$ cat src/rtl/set_bit_enumerator.sv
// ---------------------------------------------------------------------------
// set_bit_enumerator
//   Expands a WIDTH-bit word into a stream of the indices of its set bits,
//   one per cycle, lowest index first. An all-zero word produces no beats,
//   only a one-cycle zero_seen_o pulse. Valid/ready on both sides.
//
// Ports
//   clock_i       rising-edge clock
//   reset_n_i     synchronous active-low reset
//   in_valid_i    in_data_i is valid
//   in_ready_o    block can accept a word this cycle
//   in_data_i     word to enumerate
//   out_valid_o   beat outputs are valid
//   out_ready_i   consumer accepts the current beat
//   out_index_o   index of lowest remaining set bit
//   out_last_o    current beat is the final set bit of the word
//   out_count_o   0-based ordinal of current beat within the word
//   zero_seen_o   one-cycle pulse: an all-zero word was accepted
//
// State | meaning
// IDLE  | no word in flight, ready for a new one
// SCAN  | pend_q holds unemitted bits (never zero), one beat offered per cycle
// ---------------------------------------------------------------------------
module set_bit_enumerator #(
   parameter int WIDTH = 32,
   parameter int IDX_W = $clog2(WIDTH)
) (
   input  logic             clock_i,
   input  logic             reset_n_i,
   input  logic             in_valid_i,
   output logic             in_ready_o,
   input  logic [WIDTH-1:0] in_data_i,
   output logic             out_valid_o,
   input  logic             out_ready_i,
   output logic [IDX_W-1:0] out_index_o,
   output logic             out_last_o,
   output logic [IDX_W:0]   out_count_o,
   output logic             zero_seen_o
);

   typedef enum logic {IDLE, SCAN} state_t;

   state_t           state_q, state_d;
   logic [WIDTH-1:0] pend_q, pend_d;
   logic [IDX_W:0]   cnt_q, cnt_d;
   logic             zero_q, zero_d;

   logic [WIDTH-1:0] pend_rest;
   logic [IDX_W-1:0] low_idx;
   logic             take;
   logic             accept;

   // pend with its lowest set bit cleared; zero means one bit remains
   assign pend_rest = pend_q & (pend_q - WIDTH'(1));

   always_comb begin
      low_idx = '0;
      for (int i = WIDTH-1; i >= 0; i--) begin
         if (pend_q[i]) low_idx = IDX_W'(i);
      end
   end

   // reset_n gates both handshakes so nothing transfers in a reset cycle
   assign out_valid_o = reset_n_i && (state_q == SCAN);
   assign out_index_o = low_idx;
   assign out_last_o  = (pend_rest == '0);
   assign out_count_o = cnt_q;
   assign zero_seen_o = zero_q;

   assign take   = out_valid_o && out_ready_i;
   // out_ready_i -> in_ready_o is combinational so words chain with no bubble
   assign in_ready_o = reset_n_i && ((state_q == IDLE) || (take && out_last_o));
   assign accept     = in_valid_i && in_ready_o;

   always_comb begin
      state_d = state_q;
      pend_d  = pend_q;
      cnt_d   = cnt_q;
      zero_d  = 1'b0;

      if (take) begin
         if (!out_last_o) begin
            pend_d = pend_rest;
            cnt_d  = cnt_q + (IDX_W+1)'(1);
         end else begin
            state_d = IDLE;
            pend_d  = '0;
         end
      end

      if (accept) begin
         if (in_data_i != '0) begin
            state_d = SCAN;
            pend_d  = in_data_i;
            cnt_d   = '0;
         end else begin
            zero_d = 1'b1;
         end
      end
   end

   always_ff @(posedge clock_i) begin
      if (!reset_n_i) begin
         state_q <= IDLE;
         pend_q  <= '0;
         cnt_q   <= '0;
         zero_q  <= 1'b0;
      end else begin
         state_q <= state_d;
         pend_q  <= pend_d;
         cnt_q   <= cnt_d;
         zero_q  <= zero_d;
      end
   end

   always_ff @(posedge clock_i) begin
      if (reset_n_i && state_q == SCAN) begin
         assert (pend_q != '0);
      end
   end

endmodule

$ cat config.mk
export PLATFORM = sky130hd
export DESIGN_NAME = set_bit_enumerator
export DESIGN_NICKNAME = d
export VERILOG_FILES = /design/src/rtl/set_bit_enumerator.sv
export SDC_FILE = /design/constraint.sdc
export NUM_CORES = 1
export LEC_CHECK = 0
export CAP_MARGIN = 0
export CORE_UTILIZATION = 45
export DETAILED_ROUTE_END_ITERATION = 6
export PLACE_DENSITY_LB_ADDON = 0.15
export REMOVE_ABC_BUFFERS = 1
export SETUP_SLACK_MARGIN = 0.02
export SYNTH_ARGS = -nofsm -noshare
export SYNTH_HDL_FRONTEND = slang
export SYNTH_SLANG_ARGS = --single-unit
export TNS_END_PERCENT = 30
$ cat constraint.sdc
create_clock -name clock_i -period 8.46 [get_ports clock_i]
set_input_delay 1.692 -clock clock_i [delete_from_list [all_inputs] [get_ports clock_i]]
set_output_delay 1.692 -clock clock_i [all_outputs]
set_load 0.03 [all_outputs]
# Yosys cells after proc, flatten, opt, wreduce, memory -nomap -nowiden
# Index checks and enable logic that the tools add are counted.
# totals
input_bits	36
reg_bits	40
out_inout_bits	15
# op_classes
muxes	45
n_reduce_logical	9
n_addsub	2
bitwise_logic	2
# ops
cell	count
5-bit two-way mux	32
32-bit two-way mux	4
32-bit AND	1
32-bit zero test	1
32-bit nonzero test	1
32-bit by 1-bit subtractor with 32-bit output, second input constant	1
6-bit two-way mux	4
6-bit by 1-bit adder with 6-bit output, second input constant	1
1-bit logical AND	5
1-bit two-way mux	5
2-bit AND reduction	1
1-bit logical OR	1
1-bit inverter	1

# Longest topological paths before layout
# logic_depth
depth_word	32
depth_mapped	12
mapped_depth_nobuf	8

# Worst setup path before layout
# Ideal clock, no wire load.
# synth_path
kind	reg2out
start	register pend_q[14]
end	output in_ready_o
stages_incl_launch_ff	11
slack_ns	3.882
t_arrival_ns	2.886
t_required_ns	6.768
cell_sequence	dfxtp_1 -> buf_2 -> or4_4 -> or4_1 -> o22ai_1 -> a31oi_1 -> or4_4 -> nor2_1 -> buf_4 -> a21boi_2 -> nor2_1
# synth_via
elab_chain_len	6
# synth_rtl
item	line_no	rtl
start, declared	44	logic [WIDTH-1:0] pend_q, pend_d;
start signal, assigned	110	pend_q <= pend_d;
32-bit by 1-bit subtractor with 32-bit output	54	assign pend_rest = pend_q & (pend_q - WIDTH'(1));
32-bit AND *	54	
32-bit zero test *	66	assign out_last_o = (pend_rest == '0);
via out_last_o	36	output logic out_last_o,
1-bit logical AND *	72	assign in_ready_o = reset_n_i && ((state_q == IDLE) || (take && out_last_o));
1-bit logical OR *	72	
1-bit logical AND *	72	
end, declared	31	output logic in_ready_o,
# The timed path passes the listed nets; every way through them passes the cells marked *.

# Worst setup path after layout
# layout_path
start	register pend_q[2]
end	output in_ready_o
# layout_via
elab_chain_len	6
# layout_rtl
item	line_no
32-bit by 1-bit subtractor with 32-bit output	54
32-bit AND *	54
32-bit zero test *	66
1-bit logical AND *	72
1-bit logical OR *	72
1-bit logical AND *	72
# Every way passes the cells marked *; elsewhere a longest branch is shown, timed or not.

==> results.sh <==
export IMPL_status="finished clean"
export IMPL_first_pass_iters=5
export IMPL_nets=427
export IMPL_crit_end="in_ready_o"
export IMPL_crit_path_max_fanout=12
export IMPL_drt_iter0_markers=136
export IMPL_reg2reg_from="pend_q[2]$_SDFF_PN0_"
export IMPL_grt_pass1_wl_mm=11.6
export IMPL_setup_tns_ps=0
export IMPL_drv_cap=0
export IMPL_die_h_um=77.9
export IMPL_cts_buffer_depth=2
export IMPL_cts_buffers=5
export IMPL_fp_dieArea_um2=6070
export IMPL_rows=27
export IMPL_placed_area_um2=3080
export IMPL_peakVddDrop_uv=71.6
export IMPL_end_kind="output pin"
export IMPL_design_area_um2=3160
export IMPL_drc=0
export IMPL_numPortBuffers=50
export IMPL_diodes=0
export IMPL_final_cells=462
export IMPL_p_leak_nw=1.05
export IMPL_grt_pass1_vias=2435
export IMPL_critical_path_top_delay_family="simple AND/OR/NAND/NOR gates"
export IMPL_place_inst=455
export IMPL_critical_path_arrival_ps=4110
export IMPL_cts_tree="yes"
export IMPL_synth_edff_count=0
export IMPL_overflow=0
export IMPL_antenna_found_initial=0
export IMPL_min_period_ps=5800
export IMPL_clkSinkCount=40
export IMPL_yosys_warnings=0
export IMPL_synth_area_um2=2590
export IMPL_slew_viol_final=0
export IMPL_avgViaCountPerCell=6.05
export IMPL_finalHoldViolations=0
export IMPL_async_flop_share_pct=0
export IMPL_io_pins=51
export IMPL_clk_latency_ps=290
export IMPL_hpwl_mm=5.16
export IMPL_criticalPathCategory="reg -> out"
export IMPL_core_um2=5540
export IMPL_htree_num_levels=2
export IMPL_totalWireLength_mm=6.77
export IMPL_path_cells="nor4_4 -> nand4_1 -> o41ai_1 -> nand2_1 -> or4_4 -> nor2_1 -> a21boi_2 -> nor2_1 -> clkdlybuf4s50_1"
export IMPL_path_clk_slew_ps=70
export IMPL_seq_area_frac_synth_pct=30.9
export IMPL_max_freq_mhz=172
export IMPL_crit_top_cell="nor2_1"
export IMPL_post_cts_buffers=0
export IMPL_hold_class="reg -> reg"
export IMPL_die_w_um=77.9
export IMPL_startpoint="pend_q[2]$_SDFF_PN0_"
export IMPL_ctsHoldBuffers=0
export IMPL_slowest_stage="clkdlybuf4s50_1"
export IMPL_synth_distinct_cells=48
export IMPL_syn_area_per_cell_um2=7.32
export IMPL_path_depth=9
export IMPL_syn_to_final_growth_pct=21.9
export IMPL_cts_resized=0
export IMPL_setup_viol=0
export IMPL_netlist_instances=354
export IMPL_gp_congestion=0.940
export IMPL_cp_slowest_stage_delay_ps=670
export IMPL_initial_core_util_pct=46.8
export IMPL_r2r_end="pend_q[19]$_SDFF_PN0_"
export IMPL_drive_above_1_share_pct=5.38
export IMPL_grt_max_degree=37
export IMPL_post_drt_wl_per_cell_um=14.6
export IMPL_slew_headroom_pct=29.3
export IMPL_rrSetupSlack_ps=4470
export IMPL_worst_pin_slew_ps=1060
export IMPL_cp_start_kind="flip-flop"
export IMPL_r2r_cells=9
export IMPL_ys_seq_elements=40
export IMPL_track_usage_pct=24.0
export IMPL_ys_flop_type="dfxtp_1"
export IMPL_finalCritPeriodShare_pct=68.6
export IMPL_finalClockSkew_ps=2.83
export IMPL_rsz0062_at_grt="no"
export IMPL_powerDensity_nw_per_um2=158
export IMPL_required_ps=6770
export IMPL_ant_nets=0
export IMPL_cp_num_buf_inv=1
export IMPL_clockRootBuffer="clkbuf_8"
export IMPL_vias=2794
[report_power, final]
part / leakage, nW / switching [mW] / internal [mW]
combinational: 0.678 / 0.0829 / 0.0695
sequential: 0.329 / 0.0254 / 0.201
clock: 0.0410 / 0.0645 / 0.0561
[layout by cell type (no fill, tap or decap), drive strengths merged, types with 3 or more instances in the layout]
cell type      Yosys  routed
nand4              7       7
nand2b             3       3
nor3               4       4
o21a               3       3
o31ai              9       9
or4                6       6
o311ai             4       4
a31oi              3       3
o21ai             44      44
o22ai              3       3
clkbuf            12       6
nor4              23      23
a21oi             17      17
nor2              29      29
o41ai              3       3
nand3             18      18
inv                9       9
clkdlybuf4s50      0      50
nand2             59      59
o211ai            11      11
or3                6       6
and3               3       3
dfxtp             40      40
o31a               3       3
[worst min path at each step]
stage	from	endpoint	cells after the start	slack, ps
5_1_grt	out_count_o[1]$_SDFF_PN0_	out_count_o[1]$_SDFF_PN0_	2	540
4_1_cts	out_count_o[5]$_SDFF_PN0_	out_count_o[5]$_SDFF_PN0_	2	510
3_5_place_dp	out_count_o[5]$_SDFF_PN0_	out_count_o[5]$_SDFF_PN0_	2	490
3_3_place_gp	out_count_o[5]$_SDFF_PN0_	out_count_o[5]$_SDFF_PN0_	2	470
2_1_floorplan	pend_q[19]$_SDFF_PN0_	pend_q[19]$_SDFF_PN0_	2	480
6_report	out_count_o[5]$_SDFF_PN0_	out_count_o[5]$_SDFF_PN0_	2	490
[registers in the layout, indices dropped and copies added (netlist names)]
register     flops
zero_seen_o      1
out_count_o      6
state_q          1
pend_q          32
[area by class of cell]
class                   instances  area (µm²)
flip-flops and latches         40         801
well taps                      72        90.1
clock inverters                 1        5.00
clock buffers                   6        72.6
inverters                       9        33.8
fillers                       551        2380
repair buffers                 52         515
multi-input cells             282        1640
[Yosys cell counts (5+ instances only)]
cell type  count  share of area [%]
o31ai_1        8                2.3
o21ai_0       34                6.6
dfxtp_1       40                 31
a21oi_1       17                3.3
buf_2          5               0.97
or3_1          6                1.4
nand4_1        7                1.7
nor2_1        29                4.2
inv_1          9                1.3
o211ai_1      11                3.2
o21ai_1       10                1.9
nand2_1       59                8.5
nand3_1       18                3.5
nor4_1        18                4.3
buf_4          6                1.7
clkbuf_1      12                1.7
[stage by stage]
| stage | hold slack (ps) | utilization (%) | total power, mW | setup slack (ps) |
|---|---|---|---|---|
| global route | 542 | 57.0 | 0.530 | 2300 |
| finish | 493 | 57.0 | 0.499 | 2660 |
| global placement | 471 | 55.6 | 0.380 | 3100 |
| floorplan | 478 | - | 0.321 | 3360 |
| CTS | 506 | 57.0 | 0.500 | 2670 |
| detailed placement | 491 | 55.6 | 0.381 | 3000 |
[kinds of logic after synthesis]
logic type | share of synthesized area, %
and+or+nand+nor | 33.4
AOI/OAI and AO/OA | 29.1
DFF | 30.9
buffers and inverters | 5.75
adders and majority gates | 0.869
[worst reg2reg max path: cells and delay by family, from the launching register on]
kind | cells | cell delay, ps
simple gates | 5 | 1600
flops | 1 | 410
buf+inv | 1 | 430
compound gates | 3 | 1470
[routing by layer]
layer,GRT usage (%),wire length [µm]
met4,7.92,102
met1,33.3,3230
met5,0,0
met2,37.7,3050
met3,3.65,384
Power figures use the tool's default switching activity.
